File: config.mk
export PLATFORM = sky130hd
export DESIGN_NAME = gate_cmd_tx_flat
export DESIGN_NICKNAME = d
export VERILOG_FILES = /design/src/rtl/gate_cmd_tx_if.sv /design/src/rtl/gate_cmd_tx.sv /design/src/flat_wrapper.sv
export SDC_FILE = /design/constraint.sdc
export NUM_CORES = 1
export LEC_CHECK = 0
export ABC_AREA = 1
export ABC_CLOCK_PERIOD_IN_PS = 1590
export CELL_PAD_IN_SITES_DETAIL_PLACEMENT = 2
export CELL_PAD_IN_SITES_GLOBAL_PLACEMENT = 2
export CORE_MARGIN = 2
export CORE_UTILIZATION = 26
export CTS_BUF_LIST = sky130_fd_sc_hd__clkbuf_4 sky130_fd_sc_hd__clkbuf_8
export DETAILED_ROUTE_END_ITERATION = 10
export GPL_TIMING_DRIVEN = 0
export PLACE_DENSITY = 0.82
export SETUP_SLACK_MARGIN = 0.5
export SLEW_MARGIN = 25
export SYNTH_ARGS = -nofsm -noshare
export SYNTH_HDL_FRONTEND = slang
export SYNTH_SLANG_ARGS = --single-unit
File: constraint.sdc
create_clock -name clk -period 1.59 [get_ports clk]
set_input_delay 0.159 -clock clk [delete_from_list [all_inputs] [get_ports clk]]
set_output_delay 0.159 -clock clk [all_outputs]
set_load 0.02 [all_outputs]
File: src/rtl/gate_cmd_tx_if.sv
// gate_cmd_tx_if: supervisor request channel plus gate command/monitor lines.
// The initiator uses the slave view; the supervisor/gate side uses master.
interface gate_cmd_tx_if;
    logic        req_valid;
    logic [1:0]  req_code;
    logic        req_ready;
    logic        tx;
    logic [31:0] dataIn;
    logic [2:0]  controlOut;
    logic        busy;
    logic        done;
    logic        err;
    logic [1:0]  err_cause;

    modport master (
        output req_valid, req_code, controlOut,
        input  req_ready, tx, dataIn, busy, done, err, err_cause
    );

    modport slave (
        input  req_valid, req_code, controlOut,
        output req_ready, tx, dataIn, busy, done, err, err_cause
    );
endinterface

File: src/rtl/gate_cmd_tx.sv
// gate_cmd_tx: raise/lower command initiator for the control gate.
// Strobes tx, watches controlOut for start and return to Stop, retries.
module gate_cmd_tx #(
    parameter int TX_HOLD    = 1,
    parameter int START_TO   = 8,
    parameter int DONE_TO    = 32,
    parameter int MAX_RETRY  = 2,
    parameter int GAP_CYCLES = 2
) (
    input  logic         clk,
    input  logic         rst,
    gate_cmd_tx_if.slave bus
);
    localparam int TO_MAX  = (START_TO > DONE_TO) ? START_TO : DONE_TO;
    localparam int AUX_MAX = (TX_HOLD > GAP_CYCLES) ? TX_HOLD : GAP_CYCLES;
    localparam int CNT_TOP = (TO_MAX > AUX_MAX) ? TO_MAX : AUX_MAX;
    localparam int CW      = $clog2(CNT_TOP) + 1;
    localparam int RW      = $clog2(MAX_RETRY + 1) + 1;

    localparam logic [CW-1:0] C_SAT   = '1;
    localparam logic [CW-1:0] C_HOLD  = CW'(TX_HOLD - 1);
    localparam logic [CW-1:0] C_START = CW'(START_TO);
    localparam logic [CW-1:0] C_DONE  = CW'(DONE_TO - 1);
    localparam logic [CW-1:0] C_GAP   = CW'(GAP_CYCLES - 1);
    localparam logic [RW-1:0] C_RETRY = RW'(MAX_RETRY);

    typedef enum logic [2:0] {
        S_IDLE,
        S_SEND,
        S_WSTART,
        S_WDONE,
        S_GAP
    } state_t;

    state_t      r_state;
    logic [CW-1:0] r_cnt;
    logic [RW-1:0] r_retry;
    logic [1:0]  r_code;
    logic        r_req_ready;
    logic        r_tx;
    logic [31:0] r_data;
    logic        r_busy;
    logic        r_done;
    logic        r_err;
    logic [1:0]  r_cause;

    logic          w_onehot;
    logic          w_bad;
    logic          w_accept;
    logic          w_code_ok;
    logic          w_started;
    logic [CW-1:0] w_cnt_inc;

    assign w_onehot = (bus.controlOut != 3'b000) &&
                      ((bus.controlOut & (bus.controlOut - 3'd1)) == 3'b000);
    // GAP is excluded so a request never reports more than one error
    assign w_bad = !w_onehot && ((r_state == S_SEND) ||
                                 (r_state == S_WSTART) ||
                                 (r_state == S_WDONE));
    assign w_accept  = bus.req_valid && r_req_ready;
    assign w_code_ok = (bus.req_code == 2'd1) || (bus.req_code == 2'd2);
    assign w_started = (r_code == 2'd1) ? (bus.controlOut == 3'b010)
                                        : (bus.controlOut == 3'b100);
    assign w_cnt_inc = (r_cnt == C_SAT) ? r_cnt : r_cnt + CW'(1);

    always_ff @(posedge clk or negedge rst) begin
        if (!rst) begin
            r_state     <= S_IDLE;
            r_cnt       <= '0;
            r_retry     <= '0;
            r_code      <= 2'd0;
            r_req_ready <= 1'b0;
            r_tx        <= 1'b0;
            r_data      <= 32'd0;
            r_busy      <= 1'b0;
            r_done      <= 1'b0;
            r_err       <= 1'b0;
            r_cause     <= 2'd0;
        end else begin
            r_done <= 1'b0;
            r_err  <= 1'b0;
            if (w_bad) begin
                r_state <= S_GAP;
                r_cnt   <= '0;
                r_tx    <= 1'b0;
                r_err   <= 1'b1;
                r_cause <= 2'd3;
            end else begin
                unique case (r_state)
                    S_IDLE: begin
                        r_req_ready <= 1'b1;
                        if (w_accept) begin
                            r_req_ready <= 1'b0;
                            r_busy      <= 1'b1;
                            r_cnt       <= '0;
                            if (w_code_ok) begin
                                r_code  <= bus.req_code;
                                r_data  <= {30'd0, bus.req_code};
                                r_retry <= '0;
                                r_tx    <= 1'b1;
                                r_state <= S_SEND;
                            end else begin
                                r_err   <= 1'b1;
                                r_cause <= 2'd0;
                                r_state <= S_GAP;
                            end
                        end
                    end
                    S_SEND: begin
                        if (r_cnt == C_HOLD) begin
                            r_tx    <= 1'b0;
                            r_cnt   <= '0;
                            r_state <= S_WSTART;
                        end else begin
                            r_cnt <= w_cnt_inc;
                        end
                    end
                    S_WSTART: begin
                        // window is the tx-drop cycle plus START_TO full cycles
                        if (w_started) begin
                            r_cnt   <= '0;
                            r_state <= S_WDONE;
                        end else if (r_cnt == C_START) begin
                            r_cnt <= '0;
                            if (r_retry < C_RETRY) begin
                                r_retry <= r_retry + RW'(1);
                                r_tx    <= 1'b1;
                                r_state <= S_SEND;
                            end else begin
                                r_err   <= 1'b1;
                                r_cause <= 2'd1;
                                r_state <= S_GAP;
                            end
                        end else begin
                            r_cnt <= w_cnt_inc;
                        end
                    end
                    S_WDONE: begin
                        if (bus.controlOut == 3'b001) begin
                            r_done  <= 1'b1;
                            r_cnt   <= '0;
                            r_state <= S_GAP;
                        end else if (r_cnt == C_DONE) begin
                            r_err   <= 1'b1;
                            r_cause <= 2'd2;
                            r_cnt   <= '0;
                            r_state <= S_GAP;
                        end else begin
                            r_cnt <= w_cnt_inc;
                        end
                    end
                    S_GAP: begin
                        if (r_cnt == C_GAP) begin
                            r_cnt       <= '0;
                            r_busy      <= 1'b0;
                            r_req_ready <= 1'b1;
                            r_state     <= S_IDLE;
                        end else begin
                            r_cnt <= w_cnt_inc;
                        end
                    end
                    default: r_state <= S_IDLE;
                endcase
            end
        end
    end

    assign bus.req_ready = r_req_ready;
    assign bus.tx        = r_tx;
    assign bus.dataIn    = r_data;
    assign bus.busy      = r_busy;
    assign bus.done      = r_done;
    assign bus.err       = r_err;
    assign bus.err_cause = r_cause;
endmodule

File: src/flat_wrapper.sv
// flat-port wrapper written by rule: the top's interface ports become plain ports
module gate_cmd_tx_flat 
#(
    parameter int TX_HOLD    = 1,
    parameter int START_TO   = 8,
    parameter int DONE_TO    = 32,
    parameter int MAX_RETRY  = 2,
    parameter int GAP_CYCLES = 2
)
  (clk, rst, bus_req_valid, bus_req_code, bus_controlOut, bus_req_ready, bus_tx, bus_dataIn, bus_busy, bus_done, bus_err, bus_err_cause);
  gate_cmd_tx_if bus_i ();
  input  logic clk;
  input  logic rst;
  input wire logic [$bits(bus_i.req_valid)-1:0] bus_req_valid;
  input wire logic [$bits(bus_i.req_code)-1:0] bus_req_code;
  input wire logic [$bits(bus_i.controlOut)-1:0] bus_controlOut;
  output wire logic [$bits(bus_i.req_ready)-1:0] bus_req_ready;
  output wire logic [$bits(bus_i.tx)-1:0] bus_tx;
  output wire logic [$bits(bus_i.dataIn)-1:0] bus_dataIn;
  output wire logic [$bits(bus_i.busy)-1:0] bus_busy;
  output wire logic [$bits(bus_i.done)-1:0] bus_done;
  output wire logic [$bits(bus_i.err)-1:0] bus_err;
  output wire logic [$bits(bus_i.err_cause)-1:0] bus_err_cause;
  assign bus_i.req_valid = bus_req_valid;
  assign bus_i.req_code = bus_req_code;
  assign bus_i.controlOut = bus_controlOut;
  assign bus_req_ready = bus_i.req_ready;
  assign bus_tx = bus_i.tx;
  assign bus_dataIn = bus_i.dataIn;
  assign bus_busy = bus_i.busy;
  assign bus_done = bus_i.done;
  assign bus_err = bus_i.err;
  assign bus_err_cause = bus_i.err_cause;
  gate_cmd_tx #(.TX_HOLD(TX_HOLD), .START_TO(START_TO), .DONE_TO(DONE_TO), .MAX_RETRY(MAX_RETRY), .GAP_CYCLES(GAP_CYCLES)) u_core (.clk(clk), .rst(rst), .bus(bus_i));
endmodule
==> results.cfg, run 1 <==
[timing]
period_minus_slack_ns = 1.729
grt_setup_unrepaired = yes
setup_ws_ns = -0.1392
hold_viol = 0
max_slew.worst_pin.slew_ns = 0.5743
period_share_pct = 108.8
slew_headroom_pct = 61.71
setup-violations-final = 7
fmaxAchievable_mhz = 578.3
clock_skew_ns = 0.009387
drv_slew = 0

[synthesis]
ys_warn_count = 0
synth_area_leaders = dfrtp_1 31%, nand2_1 14%, buf_4 13%
avgSynthCellArea_um2 = 6.716
synth_top_area_share_pct = 31.30
synth_seq_area_share_pct = 31.30
synth_seq_cells = 21
syn_inst = 250
synth.cell_area_um2 = 1679
synth_top_area_cell = dfrtp_1
ys_types = 24

[drt]
wl_mm = 7.206
remaining_drc_errors = 0
drt_iter0_markers = 71
antenna_left = 0
wire_per_inst_um = 17.79
vias = 1844
dr.pass1.iters = 4
viasPerCell = 4.553

[floorplanning]
dieArea_um2 = 7117
rows = 29
die_h_um = 84.36
core_area_um2 = 6314
die_x_um = 84.36
io_pins = 47
initial_core_util_pct = 26.60

[critical_path]
critPathArrivalTime_ns = 1.94
crit_fanout = 7
worstSetupEndpointType = flip-flop
critPathRequiredTime_ns = 1.80
worstSetupPathType = flip-flop to flip-flop
start_kind = flip-flop

[outcome]
violations = negative setup slack
outcome = complete, but fails checks

[clock_tree]
clkTransAtPathRegs_ns = 0.10
cts_tree = yes
clock_latency_ns = 0.29
htree_levels = 1
clock-sinks = 21
cts_root_buffer = clkbuf_8
cts_buffer_depth = 2
cts_buffers = 3

[hold_path]
min_path_type = input port to async pin

[finish]
drive_above_1_share_pct = 48.48
n_antenna_cell = 0
nets = 341
final_util_pct = 41.91
areaGrowthSynthToFinish_pct = 57.60
final_cell_mix = 49 x nand2_1, 49 x buf_4, 30 x conb_1, 21 x inv_1, 16 x dfrtp_1

[place]
post-place-ws_ns = -0.2377
gp_congestion = 0.8238
hpwl_mm = 3.724
io_buffers = 16

[run]
maxCapViolCount = 0

[power]
p_leak_nw = 1.362
vdd_drop_max_mv = 0.6217
power.density_nw_per_um2 = 1691

[grt]
grt_start_max_net_pins = 22
grt_usage_pct = 18.27
grt_overflow = 0
grt_first_pass_wirelength_mm = 10.27
antenna_found_initial = 0
grt_pass1_vias = 1977
[cell families after synthesis]
group / Yosys count / synth area share [%]
simple gates: 129 / 34.43
buf+inv: 65 / 21.31
compound gates: 28 / 8.718
flops: 21 / 31.30
fa+ha+maj: 4 / 2.981
xor+xnor: 2 / 1.043
other cells: 1 / 0.2233
[worst paths after layout]
path                                                     from                            end  slack [ns]  cells after the start
worst max-delay path            u_core.r_state[0]$_DFFE_PN0P_  u_core.r_retry[2]$_DFFE_PN0P_       -0.14                      9
worst min-delay path                                      rst    u_core.r_cnt[1]$_DFFE_PN0P_        0.41                      2
worst max register to register  u_core.r_state[0]$_DFFE_PN0P_  u_core.r_retry[2]$_DFFE_PN0P_       -0.14                      9
worst min register to register      u_core.bus.tx$_DFFE_PN0P_      u_core.bus.tx$_DFFE_PN0P_        0.50                      2
max in group asynchronous                                 rst  u_core.r_state[1]$_DFFE_PN0P_        0.76                      2
min in group clk                              bus_req_code[0]   u_core.r_code[1]$_DFFE_PN0P_        0.49                      2
[sequential cells by signal (all words and copies together), names as in the netlist]
signal	count
u_core.r_cnt	6
u_core.r_retry	3
u_core.r_state	3
u_core.bus.err_cause	2
u_core.r_code	2
u_core.bus.busy	1
u_core.bus.done	1
u_core.bus.err	1
u_core.bus.req_ready	1
u_core.bus.tx	1
[routing by layer]
layer | wire length, µm | GRT usage [%] | vias to the layer above
met1 | 3046 | 21.77 | 906
met3 | 246 | 2.753 | 16
met5 | 0 | 0 | -
met2 | 3707 | 33.41 | 49
met4 | 205 | 6.205 | 0
li1 | - | - | 873
[final cells by class]
| cell class | instances | area [µm²] |
|---|---|---|
| multi-input cells | 193 | 1221 |
| repair buffers | 45 | 379.1 |
| inverters | 34 | 135.1 |
| plain buffers | 31 | 236.5 |
| well taps | 77 | 96.34 |
| flip-flops and latches | 21 | 531.8 |
| fillers | 755 | 3667 |
| clock inverters | 1 | 5.005 |
| clock buffers | 3 | 41.29 |
[stage by stage]
stage / cells / cell area [µm²] / hold slack (ns) / setup TNS [ns] / total power, mW
after floorplan: 279 / 1851 / -0.1366 / 0 / 2.336
after CTS: 397 / 2462 / 0.4148 / 0 / 3.898
after global placement: 372 / 2107 / 0.4544 / -1.671 / 2.868
after global routing: 405 / 2646 / 0.4370 / -1.296 / 4.789
final: 405 / 2646 / 0.4059 / -0.5557 / 4.474
after detailed placement: 372 / 2102 / 0.1707 / -2.289 / 2.954
[cells in the mapped netlist, drive strengths merged]
| cell type | instances |
|---|---|
| nor3 | 4 |
| inv | 34 |
| o21ai | 19 |
| dfrtp | 21 |
| buf | 31 |
| o21bai | 1 |
| nand2 | 69 |
| ha | 4 |
| or2 | 2 |
| conb | 1 |
| nand4 | 2 |
| a21oi | 8 |
| nor2 | 36 |
| xor2 | 2 |
| nand3 | 16 |
[report_power, final]
group | leakage (nW) | switching [mW] | internal [mW] | total, mW
Clock | 0.0255 | 0.233 | 0.177 | 0.410
Combinational | 1.07 | 1.93 | 1.23 | 3.16
Sequential | 0.269 | 0.199 | 0.704 | 0.903
[worst max-delay path, cell delays in order, from the launching register on]
cell and delay, ns:
dfrtp_2 0.50, inv_4 0.12, nand3_4 0.13, inv_4 0.10, nand4_1 0.23, inv_1 0.20
nor2_2 0.06, nand2_2 0.15, nand2_1 0.07, o21ai_1 0.09
[repair_timing]
action,CTS,global route
pin swaps,16,13
setup buffers,20,8
resized for setup,69,58
setup endpoints to repair,29,28
hold endpoints to repair,21,0
cloned,0,0
hold buffers,1,0
No activity file was read; power rests on OpenSTA's default activity.
==> run 2: changes to the inputs <==
--- a/config.mk
+++ b/config.mk
@@ -5,12 +5,11 @@
 export SDC_FILE = /design/constraint.sdc
 export NUM_CORES = 1
 export LEC_CHECK = 0
-export ABC_AREA = 1
+export ABC_AREA = 0
 export ABC_CLOCK_PERIOD_IN_PS = 1590
-export CELL_PAD_IN_SITES_DETAIL_PLACEMENT = 2
-export CELL_PAD_IN_SITES_GLOBAL_PLACEMENT = 2
-export CORE_MARGIN = 2
-export CORE_UTILIZATION = 26
+export CELL_PAD_IN_SITES_DETAIL_PLACEMENT = 1
+export CELL_PAD_IN_SITES_GLOBAL_PLACEMENT = 1
+export CORE_UTILIZATION = 36
 export CTS_BUF_LIST = sky130_fd_sc_hd__clkbuf_4 sky130_fd_sc_hd__clkbuf_8
 export DETAILED_ROUTE_END_ITERATION = 10
 export GPL_TIMING_DRIVEN = 0
==> results.cfg, run 2 <==
[outcome]
outcome = complete, but fails checks
violations = negative setup slack

[drt]
wl_mm = 5.890
vias = 1666
drt_iter0_markers = 101
viasPerCell = 5.206
dr.pass1.iters = 4
antenna_left = 0
wire_per_inst_um = 18.41
remaining_drc_errors = 0

[power]
p_clk_share_pct = 9.5
seq_power_share_pct = 19.9
p_sw_share_pct = 46.09
power.density_nw_per_um2 = 1599
combPwrFrac_pct = 70.7
p_total_mw = 4.104
p_leak_nw = 1.186
p_sw_mw = 1.892
vdd_drop_max_mv = 0.9930
p_int_mw = 2.213

[finish]
areaGrowthSynthToFinish_pct = 57.36
n_antenna_cell = 0
drive_above_1_share_pct = 52.99
fillers = 492
largest_reg_flops = 6
layout_commonest_cell = buf_4
nets = 281
largestRegisters = u_core.r_cnt: 6 flops, u_core.r_retry: 3 flops, u_core.r_state: 3 flops
final_cell_mix = 58 x buf_4, 30 x conb_1, 15 x dfrtp_1, 11 x nand2_1, 10 x nor2_1
fin_area_um2 = 2567
top_register = u_core.r_cnt

[timing]
hold_viol = 0
grt_setup_unrepaired = yes
clock_skew_ns = 0.004837
setup-violations-final = 16
slew_headroom_pct = 65.30
period_minus_slack_ns = 2.116
drv_slew = 0
period_share_pct = 133.1
setup_ws_ns = -0.5264
fmaxAchievable_mhz = 472.5
max_slew.worst_pin.slew_ns = 0.5206

[grt]
grt_usage_pct = 23.33
grt_first_pass_wirelength_mm = 8.728
antenna_found_initial = 0
grt_pass1_vias = 1660
grt_overflow = 0
grt_start_max_net_pins = 22

[critical_path]
critPathArrivalTime_ns = 2.32
crit_path_max_incr_delay_ns = 0.49
crit_start = u_core.r_cnt[0]$_DFFE_PN0P_
reg2reg_from = u_core.r_cnt[0]$_DFFE_PN0P_
start_kind = flip-flop
crit_chain = inv_2 -> ha_4 -> nor4b_4 -> buf_4 -> nand3_4 -> a21oi_4 -> o22ai_2 -> or4_4 -> a21oi_2
crit_buf_inv = 2
critPathRequiredTime_ns = 1.79
worstSetupPathType = flip-flop to flip-flop
worstSetupEndpointType = flip-flop
cp_top_family = simple AND/OR/NAND/NOR gates
crit_fanout = 3
cp_slowest_cell = or4_4

[synthesis]
synth.cell_area_um2 = 1632
synth_seq_cells = 21
synth_most_common_cell = buf_4
ys_types = 50
synth_area_leaders = dfrtp_1 32%, buf_4 14%, o21ai_0 3.4%
ys_warn_count = 0
synth_seq_area_share_pct = 32.21
synthArstFlopShare_pct = 100.0
avgSynthCellArea_um2 = 8.725
syn_inst = 187
synth_edf_count = 0
ys.flop_type = dfrtp_1
synth_common_cells = 30 x buf_4, 21 x dfrtp_1, 13 x nor2_1, 12 x nand2_1
synth_top_area_share_pct = 32.21
synth_top_area_cell = dfrtp_1

[hold_path]
min_path_type = input port to async pin

[floorplanning]
rows = 24
die_h_um = 69.32
initial_core_util_pct = 37.47
core_area_um2 = 4354
io_pins = 47
dieArea_um2 = 4805
die_x_um = 69.32

[place]
hpwl_mm = 3.120
postPlaceCellArea_um2 = 2038
io_buffers = 16
gp_congestion = 0.8008

[clock_tree]
htree_levels = 1
cts_buffer_depth = 2
clock_latency_ns = 0.27
cts_root_buffer = clkbuf_8
clkTransAtPathRegs_ns = 0.09
cts_tree = yes
clock-sinks = 21
cts_buffers = 3

[run]
maxCapViolCount = 0
run 2: area by class of cell:
cell class | instances | area, µm² | share of cell area [%]
multi-input combinational | 149 | 1240 | 48.29
sequential | 21 | 533.0 | 20.76
timing repair buffer | 48 | 372.9 | 14.52
buffer | 34 | 262.8 | 10.23
tap | 52 | 65.06 | 2.534
inverter | 12 | 47.55 | 1.852
clock buffer | 3 | 41.29 | 1.608
clock inverter | 1 | 5.005 | 0.1949
run 2: repair_timing:
action | 4_1_cts | 5_1_grt
setup endpoints to repair | 51 | 26
buffers inserted | 27 | 4
pin swaps | 13 | 10
hold buffers | 0 | 1
endpoints found under the hold margin | 0 | 21
resized for setup | 76 | 24
run 2: through the flow:
step                std cells  setup WS (ns)  util, %  hold WS, ns  setup TNS (ns)
floorplan                 216        -0.2429        -      -0.1366          -1.252
CTS                       315        -0.4748    56.24       0.2056          -5.072
finish                    320        -0.5264    58.97       0.4025          -5.898
global route              320        -0.5760    58.97       0.4653          -7.077
detailed placement        284        -0.6693    46.81       0.4876          -8.268
global placement          284        -0.6521    46.81       0.4661          -7.814
run 2: metal layers:
layer  wire (µm)  GRT usage [%]  vias to the layer above
met2        3138          42.29                       64
met4         146          8.844                        0
li1            -              -                      767
met1        2359          27.90                      821
met3         246          2.907                       14
met5           0              0                        -
run 2: worst reg2reg max path, stage by stage, from the launching register on:
cell,delay [ns]
dfrtp_2,0.44
inv_2,0.08
ha_4,0.12
nor4b_4,0.24
buf_4,0.19
nand3_4,0.08
a21oi_4,0.15
o22ai_2,0.11
or4_4,0.49
a21oi_2,0.15
run 2: path summary, 6_finish.rpt:
path                       depth (start not counted)                             to  slack [ns]
setup / recovery                                   9      u_core.bus.tx$_DFFE_PN0P_       -0.53
hold / removal                                     2    u_core.r_cnt[1]$_DFFE_PN0P_        0.40
setup reg to reg                                   9      u_core.bus.tx$_DFFE_PN0P_       -0.53
hold reg to reg                                    1  u_core.r_retry[2]$_DFFE_PN0P_        0.51
max in group asynchronous                          2    u_core.r_cnt[5]$_DFFE_PN0P_        0.81
min in group clk                                   3      u_core.bus.done$_DFF_PN0_        0.49
run 2: power groups by stage:
stage,clock (mW),sequential [mW],combinational (mW)
2_1_floorplan,0,0.901,1.19
3_3_place_gp,0,0.818,1.72
3_5_place_dp,0,0.827,1.76
4_1_cts,0.378,0.801,2.54
5_1_grt,0.399,0.834,3.06
6_report,0.388,0.816,2.90
run 2: cells by family after synthesis:
family / synth area share, %
AO/OA/AOI/OAI: 21.93
XOR/XNOR: 2.608
adder cells (fa/ha/maj): 3.068
buffers and inverters: 17.71
flip-flops: 32.21
multiplexers: 2.454
other: 0.2298
AND/OR/NAND/NOR: 19.78
==> run 3: changes to the inputs <==
--- a/config.mk
+++ b/config.mk
@@ -7,8 +7,9 @@
 export LEC_CHECK = 0
 export ABC_AREA = 0
 export ABC_CLOCK_PERIOD_IN_PS = 1590
-export CELL_PAD_IN_SITES_DETAIL_PLACEMENT = 1
+export CELL_PAD_IN_SITES_DETAIL_PLACEMENT = 0
 export CELL_PAD_IN_SITES_GLOBAL_PLACEMENT = 1
+export CORE_MARGIN = 5
 export CORE_UTILIZATION = 36
 export CTS_BUF_LIST = sky130_fd_sc_hd__clkbuf_4 sky130_fd_sc_hd__clkbuf_8
 export DETAILED_ROUTE_END_ITERATION = 10
==> results.cfg, run 3 (synthesized netlist as in run 2, its figures left out) <==
[finish]
nets = 276
areaGrowthSynthToFinish_pct = 59.43
largest_reg_flops = 6
final_cell_mix = 48 x buf_4, 30 x conb_1, 17 x dfrtp_1, 11 x buf_6, 10 x nor2_1
n_antenna_cell = 0
layout.cells.non_filler = 315
top_register = u_core.r_cnt
drive_above_1_share_pct = 52.85
layout_commonest_cell = buf_4
largestRegisters = u_core.r_cnt: 6 flops, u_core.r_retry: 3 flops, u_core.r_state: 3 flops
seqCellArea_um2 = 530.5
fin_area_um2 = 2601
fillers = 367
multi_input_area_um2 = 1270
final_util_pct = 59.33

[drt]
dr.pass1.iters = 4
remaining_drc_errors = 0
wl_mm = 4.434
drt_iter0_markers = 104
antenna_left = 0
wire_per_inst_um = 14.08
viasPerCell = 4.844
vias = 1526

[timing]
clock_skew_ns = 0.004363
setup-violations-final = 17
period_minus_slack_ns = 2.018
setup_tns_ns = -4.892
setup_ws_ns = -0.4282
slew_headroom_pct = 66.32
hold_viol = 0
drv_slew = 0
fin_hold_ws_ns = 0.3940
grt_setup_unrepaired = yes
max_slew.worst_pin.slew_ns = 0.5052
period_share_pct = 126.9
fmaxAchievable_mhz = 495.5

[critical_path]
start_kind = flip-flop
r2r_slack_ns = -0.43
reg2reg_from = u_core.r_cnt[1]$_DFFE_PN0P_
cp_slowest_cell = or4_4
worstSetupPathType = flip-flop to flip-flop
reg2reg_to = u_core.r_state[1]$_DFFE_PN0P_
r2r_cells = 8
crit_buf_inv = 2
crit_path_max_incr_delay_ns = 0.51
critPathRequiredTime_ns = 1.78
crit_chain = inv_2 -> ha_4 -> nor4b_4 -> buf_4 -> a21o_1 -> o21ai_4 -> or4_4 -> o22ai_2
worstSetupEndpointType = flip-flop
cp_top_family = simple AND/OR/NAND/NOR gates
critPathArrivalTime_ns = 2.21
crit_fanout = 4

[outcome]
violations = negative setup slack
outcome = complete, but fails checks

[clock_tree]
cts_root_buffer = clkbuf_8
cts_tree = yes
cts_buffer_depth = 2
clock_latency_ns = 0.27
htree_levels = 1
cts_buffers = 3
clock-sinks = 21
clkTransAtPathRegs_ns = 0.08

[floorplanning]
die_h_um = 77.32
core_area_um2 = 4384
die_x_um = 77.32
initial_core_util_pct = 37.21
io_pins = 47
dieArea_um2 = 5978
rows = 24

[place]
gp_congestion = 0.8817
io_buffers = 16
hpwl_mm = 2.807
postPlaceCellArea_um2 = 2038
place_inst = 284
post-place-ws_ns = -0.6576

[grt]
antenna_found_initial = 0
grt_start_max_net_pins = 22
grt_first_pass_wirelength_mm = 7.279
grt_usage_pct = 14.71
grt_pass1_vias = 1551
grt_overflow = 0

[power]
vdd_drop_max_mv = 0.9085
p_total_mw = 3.984
power.density_nw_per_um2 = 1532
p_leak_nw = 1.195

[hold_path]
min_path_type = input port to async pin

[run]
maxCapViolCount = 0
## run 3: cell count changes in the layout (fill, tap and decap cells not counted), sizes merged
cell / delta
clkbuf: -1
buf: -6
clkdlybuf4s15: +2
## run 3: worst max-delay path by stage
stage / cells past startpoint / to / from
3_5_place_dp: 7 / u_core.bus.err_cause[0]$_DFFE_PN0P_ / bus_controlOut[0]
2_1_floorplan: 8 / u_core.bus.tx$_DFFE_PN0P_ / u_core.r_cnt[0]$_DFFE_PN0P_
3_3_place_gp: 7 / u_core.bus.err_cause[0]$_DFFE_PN0P_ / bus_controlOut[0]
6_report: 8 / u_core.r_state[1]$_DFFE_PN0P_ / u_core.r_cnt[1]$_DFFE_PN0P_
4_1_cts: 8 / u_core.bus.tx$_DFFE_PN0P_ / u_core.r_cnt[0]$_DFFE_PN0P_
5_1_grt: 8 / u_core.r_state[1]$_DFFE_PN0P_ / u_core.r_cnt[1]$_DFFE_PN0P_
## run 3: area by class of cell
type                    instances  area share (%)
plain buffers                  34           10.25
clock buffers                   3           1.587
clock inverters                 1          0.1924
inverters                      12           1.828
multi-input cells             149           48.82
flip-flops and latches         21           20.39
well taps                      52           2.501
repair buffers                 43           14.43
## run 3: routing by layer
| metal | track usage (%) | up-vias | part of all wire, % |
|---|---|---|---|
| met1 | 18.50 | 717 | 43 |
| li1 | - | 759 | - |
| met5 | 0 | - | 0 |
| met4 | 4.639 | 0 | 1.7 |
| met3 | 2.810 | 9 | 4.5 |
| met2 | 25.25 | 41 | 51 |
## run 3: power by group
group / total (mW) / switching [mW] / internal, mW
combinational: 2.81 / 1.44 / 1.37
clock: 0.363 / 0.188 / 0.175
sequential: 0.809 / 0.124 / 0.684
total: 3.98 / 1.76 / 2.23
## run 3: timing repair
item,in CTS,in global routing
gates resized for setup,80,29
endpoints found under the setup margin,51,23
pin swaps,9,13
setup buffers,23,3
hold endpoints to repair,0,21
hold buffers,0,1
## run 3: worst register-to-register path, delay by kind of cell (launching register included)
family	cells	cell delay, ns
and+or+nand+nor	2	0.73
buffers and inverters	2	0.28
adders and majority gates	1	0.13
DFF	1	0.41
AOI/OAI and AO/OA	3	0.40
